<file path="src/rtl/tick_timer.sv">
// tick_timer: turns rising edges of a divided clock (slowClock, sampled as
// asynchronous data) into one-cycle ticks in the sourceClock domain, and counts
// those ticks in a programmable down-counter. Supports one-shot and periodic
// modes. Expiry is reported as a one-cycle pulse plus a sticky flag.
//
// Optional build macro: TICK_TIMER_MISSED_EN
//   When defined, adds an 8-bit saturating missedCount output. It counts
//   expiries that occur while expiredFlag is still set and unacknowledged.
//
// SYNC_STAGES must be 2 or 3.
module tick_timer #(
    parameter int WIDTH       = 16,
    parameter int SYNC_STAGES = 2
) (
    input  logic             sourceClock,
    input  logic             reset,
    input  logic             slowClock,
    input  logic             load,
    input  logic [WIDTH-1:0] loadValue,
    input  logic             start,
    input  logic             stop,
    input  logic             periodic,
    input  logic             ack,
    output logic             tick,
    output logic [WIDTH-1:0] count,
    output logic             running,
    output logic             expired,
    output logic             expiredFlag
`ifdef TICK_TIMER_MISSED_EN
    ,
    output logic [7:0]       missedCount
`endif
);

    typedef enum logic [1:0] {
        ST_IDLE    = 2'd0,
        ST_RUNNING = 2'd1,
        ST_DONE    = 2'd2
    } state_t;

    localparam logic [WIDTH-1:0] CNT_ZERO = {WIDTH{1'b0}};
    localparam logic [WIDTH-1:0] CNT_ONE  = {{(WIDTH-1){1'b0}}, 1'b1};

    // Synchroniser, edge-detect delay flop and registered tick
    logic [SYNC_STAGES-1:0] sync_r;
    logic                   delay_r;
    logic                   tick_r;

    // Control/datapath state
    state_t                 state_r;
    state_t                 state_nxt_s;
    logic [WIDTH-1:0]       count_r;
    logic [WIDTH-1:0]       count_nxt_s;
    logic [WIDTH-1:0]       reload_r;
    logic [WIDTH-1:0]       start_value_s;
    logic                   mode_r;
    logic                   mode_nxt_s;
    logic                   expire_s;

    // Registered outputs
    logic                   running_r;
    logic                   running_nxt_s;
    logic                   expired_r;
    logic                   flag_r;
    logic                   flag_nxt_s;
`ifdef TICK_TIMER_MISSED_EN
    logic [7:0]             missed_r;
    logic [7:0]             missed_nxt_s;
`endif

    // Synchronise slowClock, delay it one cycle and register its rising edge as tick
    always_ff @(posedge sourceClock) begin
        if (reset) begin
            sync_r  <= {SYNC_STAGES{1'b0}};
            delay_r <= 1'b0;
            tick_r  <= 1'b0;
        end else begin
            sync_r  <= {sync_r[SYNC_STAGES-2:0], slowClock};
            delay_r <= sync_r[SYNC_STAGES-1];
            tick_r  <= sync_r[SYNC_STAGES-1] & ~delay_r;
        end
    end

    // State register together with the count, mode and reload registers
    always_ff @(posedge sourceClock) begin
        if (reset) begin
            state_r  <= ST_IDLE;
            count_r  <= CNT_ZERO;
            mode_r   <= 1'b0;
            reload_r <= CNT_ZERO;
        end else begin
            state_r  <= state_nxt_s;
            count_r  <= count_nxt_s;
            mode_r   <= mode_nxt_s;
            if (load) begin
                reload_r <= loadValue;
            end else begin
                reload_r <= reload_r;
            end
        end
    end

    // Next-state logic: stop beats start, start beats tick-driven decrement
    always_comb begin
        // A same-cycle load feeds start directly, bypassing the reload register
        start_value_s = load ? loadValue : reload_r;
        state_nxt_s   = state_r;
        count_nxt_s   = count_r;
        mode_nxt_s    = mode_r;
        expire_s      = 1'b0;
        if (stop) begin
            state_nxt_s = ST_IDLE;
            count_nxt_s = CNT_ZERO;
        end else if (start && (start_value_s != CNT_ZERO)) begin
            // Accepted start (also restarts a running count); a zero start value is ignored
            state_nxt_s = ST_RUNNING;
            count_nxt_s = start_value_s;
            mode_nxt_s  = periodic;
        end else begin
            case (state_r)
                ST_RUNNING: begin
                    if (tick_r && (count_r == CNT_ONE)) begin
                        expire_s = 1'b1;
                        if (mode_r) begin
                            count_nxt_s = reload_r;
                        end else begin
                            count_nxt_s = CNT_ZERO;
                            state_nxt_s = ST_DONE;
                        end
                    end else if (tick_r && (count_r != CNT_ZERO)) begin
                        count_nxt_s = count_r - CNT_ONE;
                    end else begin
                        // Count of zero in RUNNING (periodic reload of 0) never wraps
                        count_nxt_s = count_r;
                    end
                end
                ST_IDLE: begin
                    state_nxt_s = ST_IDLE;
                end
                ST_DONE: begin
                    state_nxt_s = ST_DONE;
                end
                default: begin
                    state_nxt_s = ST_IDLE;
                    count_nxt_s = CNT_ZERO;
                end
            endcase
        end
    end

    // Output logic: next values of running, sticky flag (set wins over ack) and missed counter
    always_comb begin
        running_nxt_s = (state_nxt_s == ST_RUNNING);
        if (expire_s) begin
            flag_nxt_s = 1'b1;
        end else if (ack) begin
            flag_nxt_s = 1'b0;
        end else begin
            flag_nxt_s = flag_r;
        end
`ifdef TICK_TIMER_MISSED_EN
        if (ack) begin
            missed_nxt_s = 8'd0;
        end else if (expire_s && flag_r && (missed_r != 8'hFF)) begin
            missed_nxt_s = missed_r + 8'd1;
        end else begin
            missed_nxt_s = missed_r;
        end
`endif
    end

    // Output registers
    always_ff @(posedge sourceClock) begin
        if (reset) begin
            running_r <= 1'b0;
            expired_r <= 1'b0;
            flag_r    <= 1'b0;
`ifdef TICK_TIMER_MISSED_EN
            missed_r  <= 8'd0;
`endif
        end else begin
            running_r <= running_nxt_s;
            expired_r <= expire_s;
            flag_r    <= flag_nxt_s;
`ifdef TICK_TIMER_MISSED_EN
            missed_r  <= missed_nxt_s;
`endif
        end
    end

    assign tick        = tick_r;
    assign count       = count_r;
    assign running     = running_r;
    assign expired     = expired_r;
    assign expiredFlag = flag_r;
`ifdef TICK_TIMER_MISSED_EN
    assign missedCount = missed_r;
`endif

endmodule

</file>
<file path="config.mk">
export PLATFORM = sky130hd
export DESIGN_NAME = tick_timer
export DESIGN_NICKNAME = d
export VERILOG_FILES = /design/src/rtl/tick_timer.sv
export SDC_FILE = /design/constraint.sdc
export NUM_CORES = 1
export LEC_CHECK = 0
export BUFFER_PORTS_ARGS = -buffer_cell sky130_fd_sc_hd__buf_4
export CORE_MARGIN = 1
export CORE_UTILIZATION = 25
export DETAILED_ROUTE_END_ITERATION = 8
export GPL_TIMING_DRIVEN = 0
export MAX_ROUTING_LAYER = met4
export PLACE_DENSITY_LB_ADDON = 0.3
export SLEW_MARGIN = 40
export SYNTH_ARGS = -nofsm -noshare
export SYNTH_HDL_FRONTEND = slang
export SYNTH_SLANG_ARGS = --single-unit
</file>
<file path="constraint.sdc">
create_clock -name sourceClock -period 2.9 [get_ports sourceClock]
set_input_delay 0.435 -clock sourceClock [delete_from_list [all_inputs] [get_ports sourceClock]]
set_output_delay 0.435 -clock sourceClock [all_outputs]
set_load 0.01 [all_outputs]
</file>
# Word level (Yosys, flattened, before mapping)
# Index checks and enable logic that the tools add are counted.
# W data, S select, Z words.
[word_totals]
regBits = 42
output_inout_bits = 20
[op_classes]
addsub = 1
n_eq_ne = 6
mux = 17
n_bitwise = 3
n_reduce_logical = 11
[ops]
columns = ["cell", "count"]
rows = [
  ["$mux W16", 5],
  ["$pmux W16 S2", 1],
  ["$reduce_bool A16 Y1", 2],
  ["$eq A16 B1 Y1 const B", 1],
  ["$sub A16 B1 Y16 const B", 1],
  ["$mux W2", 4],
  ["$mux W1", 6],
  ["$eq A2 B1 Y1 const B", 2],
  ["$ne A4 B4 Y1 const B", 1],
  ["$pmux W2 S2", 1],
  ["$reduce_and A2 Y1", 2],
  ["$reduce_or A2 Y1", 2],
  ["$logic_and A1 B1 Y1", 3],
  ["$eq A2 B2 Y1 const B", 1],
  ["$logic_not A2 Y1", 1],
  ["$ne A2 B1 Y1 const B", 1],
  ["$not A1 Y1", 2],
  ["$reduce_bool A2 Y1", 1],
  ["$and A1 B1 Y1", 1],
]

# Longest topological paths before layout
[depth]
word_depth = 7
ltp_mapped = 10
depth_no_buf = 8

# Worst setup path after synthesis
# Ideal clock, no wire load.
[synth_path]
path_type = "input -> register"
startpoint = "input port loadValue[8]"
endpoint = "register count_r[2], in the netlist count[2]"
setup_time_ns = 0.138
t_arrival_ns = 1.884
required_ns = 2.762
slack_ns = 0.879
path_stages = 7
path_buffers = 2
cell_sequence = "or4_1 > a221oi_2 > nor2b_1 > buf_2 > buf_2 > a221oi_1 > a211oi_1"
[synth_via]
elab_chain_cells = 5
word_cells_on_any_way = 7
[synth_rtl]
columns = ["element", "line_no", "text"]
rows = [
  ["start, declared", "19", "input logic [WIDTH-1:0] loadValue,"],
  ["$mux W16 (*)", "n/a", ""],
  ["$reduce_bool A16 Y1 (*)", "114", "end else if (start && (start_value_s != CNT_ZERO)) begin"],
  ["$logic_and A1 B1 Y1 (*)", "114", ""],
  ["$ne A4 B4 Y1 (no source line) / $ne A2 B1 Y1 (equally long branches)", "n/a", ""],
  ["$reduce_and A2 Y1 (no source line)", "n/a", ""],
  ["end signal, assigned", "93", "count_r <= count_nxt_s;"],
  ["end, declared", "52", "logic [WIDTH-1:0] count_r;"],
]
# Every way passes the cells marked *; elsewhere a longest branch is shown, timed or not.
# A chain may end at the register's enable or synchronous reset.

# Final worst setup path
[layout_path]
startpoint = "register count_r[0], in the netlist count[0]"
endpoint = "register count_r[5], in the netlist count[5]"
[layout_via]
elab_chain_cells = 5
word_cells_on_any_way = 11
[layout_rtl]
columns = ["element", "line_no", "text"]
rows = [
  ["$sub A16 B1 Y16 / $eq A16 B1 Y1 (equally long branches)", "131, 122", ""],
  ["$mux W16 / $logic_and A1 B1 Y1 (equally long branches)", "130, 122", ""],
  ["$mux W16", "122", "if (tick_r && (count_r == CNT_ONE)) begin"],
  ["$pmux W16 S2", "120", "case (state_r)"],
  ["$mux W16", "114", ""],
]
# Several ways; a longest one is shown, not always the timed one. The select of a mux whose other input is x is not followed.

==> results.sh <==
export IMPL_reg2reg_to="count[5]"
export IMPL_path_class="reg -> reg"
export IMPL_synth_area_per_cell_um2=9.12
export IMPL_slowest_delay_ns=0.56
export IMPL_avgViaCountPerCell=4.96
export IMPL_fin_ws_ns=0.451
export IMPL_final_max_slew_viol_count=0
export IMPL_combPwrFrac=0.210
export IMPL_ios=44
export IMPL_period_share=0.845
export IMPL_yosys_register_bits=42
export IMPL_power_switching_w=0.000385
export IMPL_final_area_um2=2960
export IMPL_portBuffers=43
export IMPL_clock_sink_count=42
export IMPL_clk_latency_ns=0.29
export IMPL_leakage_nw=1.16
export IMPL_reg2reg_from="count[0]"
export IMPL_final_common_cell="buf_4"
export IMPL_pwr_share_clk=0.305
export IMPL_tns_ns=0
export IMPL_final_nets=342
export IMPL_fillers=970
export IMPL_sw_frac_of_total=0.295
export IMPL_cp_num_buf_inv=2
export IMPL_p_per_area_nw_per_um2=440
export IMPL_cp_max_fo=10
export IMPL_drtIter0Drc=183
export IMPL_peakVddDrop_uv=192
export IMPL_h_tree_depth=2
export IMPL_place_area_um2=2870
export IMPL_synth_top_area_cell="dfxtp_1"
export IMPL_synth_cells=262
export IMPL_hpwl_um=5500
export IMPL_min_period_ns=2.45
export IMPL_ant_nets=0
export IMPL_worstPathArrival_ns=2.65
export IMPL_overflow=0
export IMPL_path_cells="inv_1 -> ha_1 -> nor2b_1 -> a21oi_1 -> buf_2 -> a221oi_2 -> a211oi_1"
export IMPL_grt_pass1_wl_um=11400
export IMPL_dp_cells=434
export IMPL_grt_usage=0.150
export IMPL_cp_top_family="compound AO/OA/AOI/OAI gates"
export IMPL_cts_resized=0
export IMPL_fmax_ghz=0.408
export IMPL_worst_r2r_cell_count=7
export IMPL_finalNonFillerCells=442
export IMPL_wl_per_cell_um=15.9
export IMPL_antenna_found_initial=0
export IMPL_hold_buffers=0
export IMPL_ys_types=44
export IMPL_syn_nets=292
export IMPL_path_clk_slew_ns=0.08
export IMPL_synth_edf_count=0
export IMPL_cts_max_path_buffers=2
export IMPL_cts_setup_buffers=0
export IMPL_cts_root_buf="clkbuf_8"
export IMPL_status="completed"
export IMPL_drtPass1Iterations=4
export IMPL_register_area_um2=841
export IMPL_totalWireLength_um=7040
export IMPL_p_seq_frac=0.485
export IMPL_hold_class="in -> reg"
export IMPL_numCtsBuffers=5
export IMPL_final_setup_skew_ns=0.00331
export IMPL_synthTopCellsByArea="dfxtp_1, mux2i_1, a221oi_2"
export IMPL_fp_dieH_um=99.7
export IMPL_hold_start="reset"
export IMPL_area_growth_syn_to_layout_pct=24.1
export IMPL_slowest_stage="dfxtp_1"
export IMPL_setup_violations=0
export IMPL_yosysWarningCount=0
export IMPL_p_int_w=0.000920
export IMPL_num_vias=2193
export IMPL_syn_area_um2=2390
export IMPL_grt_start_max_net_pins=13
export IMPL_yosysSeqAreaShare=0.352
export IMPL_finalHoldViolations=0
export IMPL_async_flop_share=0
export IMPL_cts_tree="built"
export IMPL_final_cell_mix="buf_4, dfxtp_1, nor2_1"
export IMPL_relSlewSlack=0.504
export IMPL_min_path_cells=2
export IMPL_drive_gt1_frac=0.265
export IMPL_drcViolationCount=0
export IMPL_rsz0062_at_grt="no"
export IMPL_multi_input_area_um2=1410
export IMPL_end_kind="register"
export IMPL_start_kind="register"
export IMPL_pre_cts_slack_ns=0.351
export IMPL_gp_congestion=0.865
export IMPL_tightest_slew_ns=0.736
export IMPL_grt_pass1_vias=2150
export IMPL_diodes=0
export IMPL_core_um2=9240
export IMPL_ff2ff_setup_slack_ns=0.45
export IMPL_maxCapViolations=0
export IMPL_initial_utilization=0.258
export IMPL_die_area_um2=9950
export IMPL_crit_required_ns=3.10
export IMPL_die_w_um=99.7
export IMPL_yosys_area_top_type_share=0.352
export IMPL_min_to="delay_r"
export IMPL_placementRows=35
export IMPL_final_core_util=0.321
export IMPL_synth_ff_type="dfxtp_1"
## worst reg2reg max path: stages (launching register included)
cell and delay [ns]:
dfxtp_1 0.56, inv_1 0.14, ha_1 0.21, nor2b_1 0.14
a21oi_1 0.55, buf_2 0.42, a221oi_2 0.10, a211oi_1 0.23
## flip-flops by register name, indices dropped and copies added (netlist names)
signal,flops
count,16
expired,1
sync_r,2
expiredFlag,1
delay_r,1
running,1
reload_r,16
mode_r,1
state_r,2
tick,1
## area by class of cell
class | count | share of cell area
Multi-Input combinational cell | 195 | 0.475
Timing Repair Buffer | 43 | 0.109
Inverter | 6 | 0.00760
Tap cell | 129 | 0.0545
Clock inverter | 1 | 0.00169
Sequential cell | 42 | 0.284
Buffer | 19 | 0.0397
Clock buffer | 7 | 0.0291
## through the flow
| step | hold slack [ns] | power, W |
|---|---|---|
| after floorplan | 0.367 | 0.000822 |
| after global placement | 0.372 | 0.000915 |
| after detailed placement | 0.375 | 0.000919 |
| after CTS | 0.325 | 0.00131 |
| after global routing | 0.331 | 0.00137 |
| final | 0.328 | 0.00130 |
## worst max-delay path by stage
stage                             from       end  slack (ns)  depth (start not counted)
after detailed placement          load  count[2]        0.35                         10
after global routing          count[0]  count[9]        0.28                          7
after floorplan           loadValue[8]  count[2]        0.88                          7
final                         count[0]  count[5]        0.45                          7
after global placement            load  count[2]        0.32                         10
after CTS                     count[0]  count[4]        0.48                          7
## power by group through the flow
| stage | Sequential [W] | Clock, W | Combinational, W |
|---|---|---|---|
| 6_report | 0.000633 | 0.000398 | 0.000274 |
| 5_1_grt | 0.000637 | 0.000429 | 0.000303 |
| 4_1_cts | 0.000633 | 0.000404 | 0.000274 |
| 3_5_place_dp | 0.000646 | 0 | 0.000272 |
| 3_3_place_gp | 0.000645 | 0 | 0.000270 |
| 2_1_floorplan | 0.000643 | 0 | 0.000179 |
## Yosys cell counts (all sizes together) (2+ instances only)
| master | n |
|---|---|
| nor2 | 24 |
| nor2b | 6 |
| clkbuf | 9 |
| nand2b | 5 |
| nand3b | 2 |
| mux2i | 17 |
| dfxtp | 42 |
| a211oi | 13 |
| nor3 | 7 |
| xnor2 | 3 |
| a21o | 2 |
| nor4 | 8 |
| nor3b | 3 |
| buf | 10 |
| nand2 | 10 |
| inv | 6 |
| o21ai | 17 |
| xor2 | 9 |
| o211ai | 3 |
| a221oi | 14 |
| nand3 | 17 |
| a21oi | 10 |
| a32oi | 4 |
| and4 | 3 |
| ha | 6 |
| nand4 | 2 |
## per-layer routing
| metal | wire, um | global-route usage | vias to the layer above | part of all wire |
|---|---|---|---|---|
| met5 | 0 | - | - | 0 |
| met4 | 93 | 0.0498 | 0 | 0.013 |
| met3 | 329 | 0.0204 | 8 | 0.047 |
| met2 | 3290 | 0.233 | 62 | 0.47 |
| met1 | 3330 | 0.201 | 1039 | 0.47 |
| li1 | - | - | 1084 | - |
## cells by family (layout without fill, tap and decap cells)
family          after synthesis  count (layout)  share of synthesized area
buf+inv                      25              76                     0.0587
flops                        42              42                      0.352
simple gates                 94              94                      0.217
xor+xnor                     12              12                     0.0440
compound gates               66              66                      0.225
fa+ha+maj                     6               6                     0.0314
mux                          17              17                     0.0712
Power figures use the tool's default switching activity.
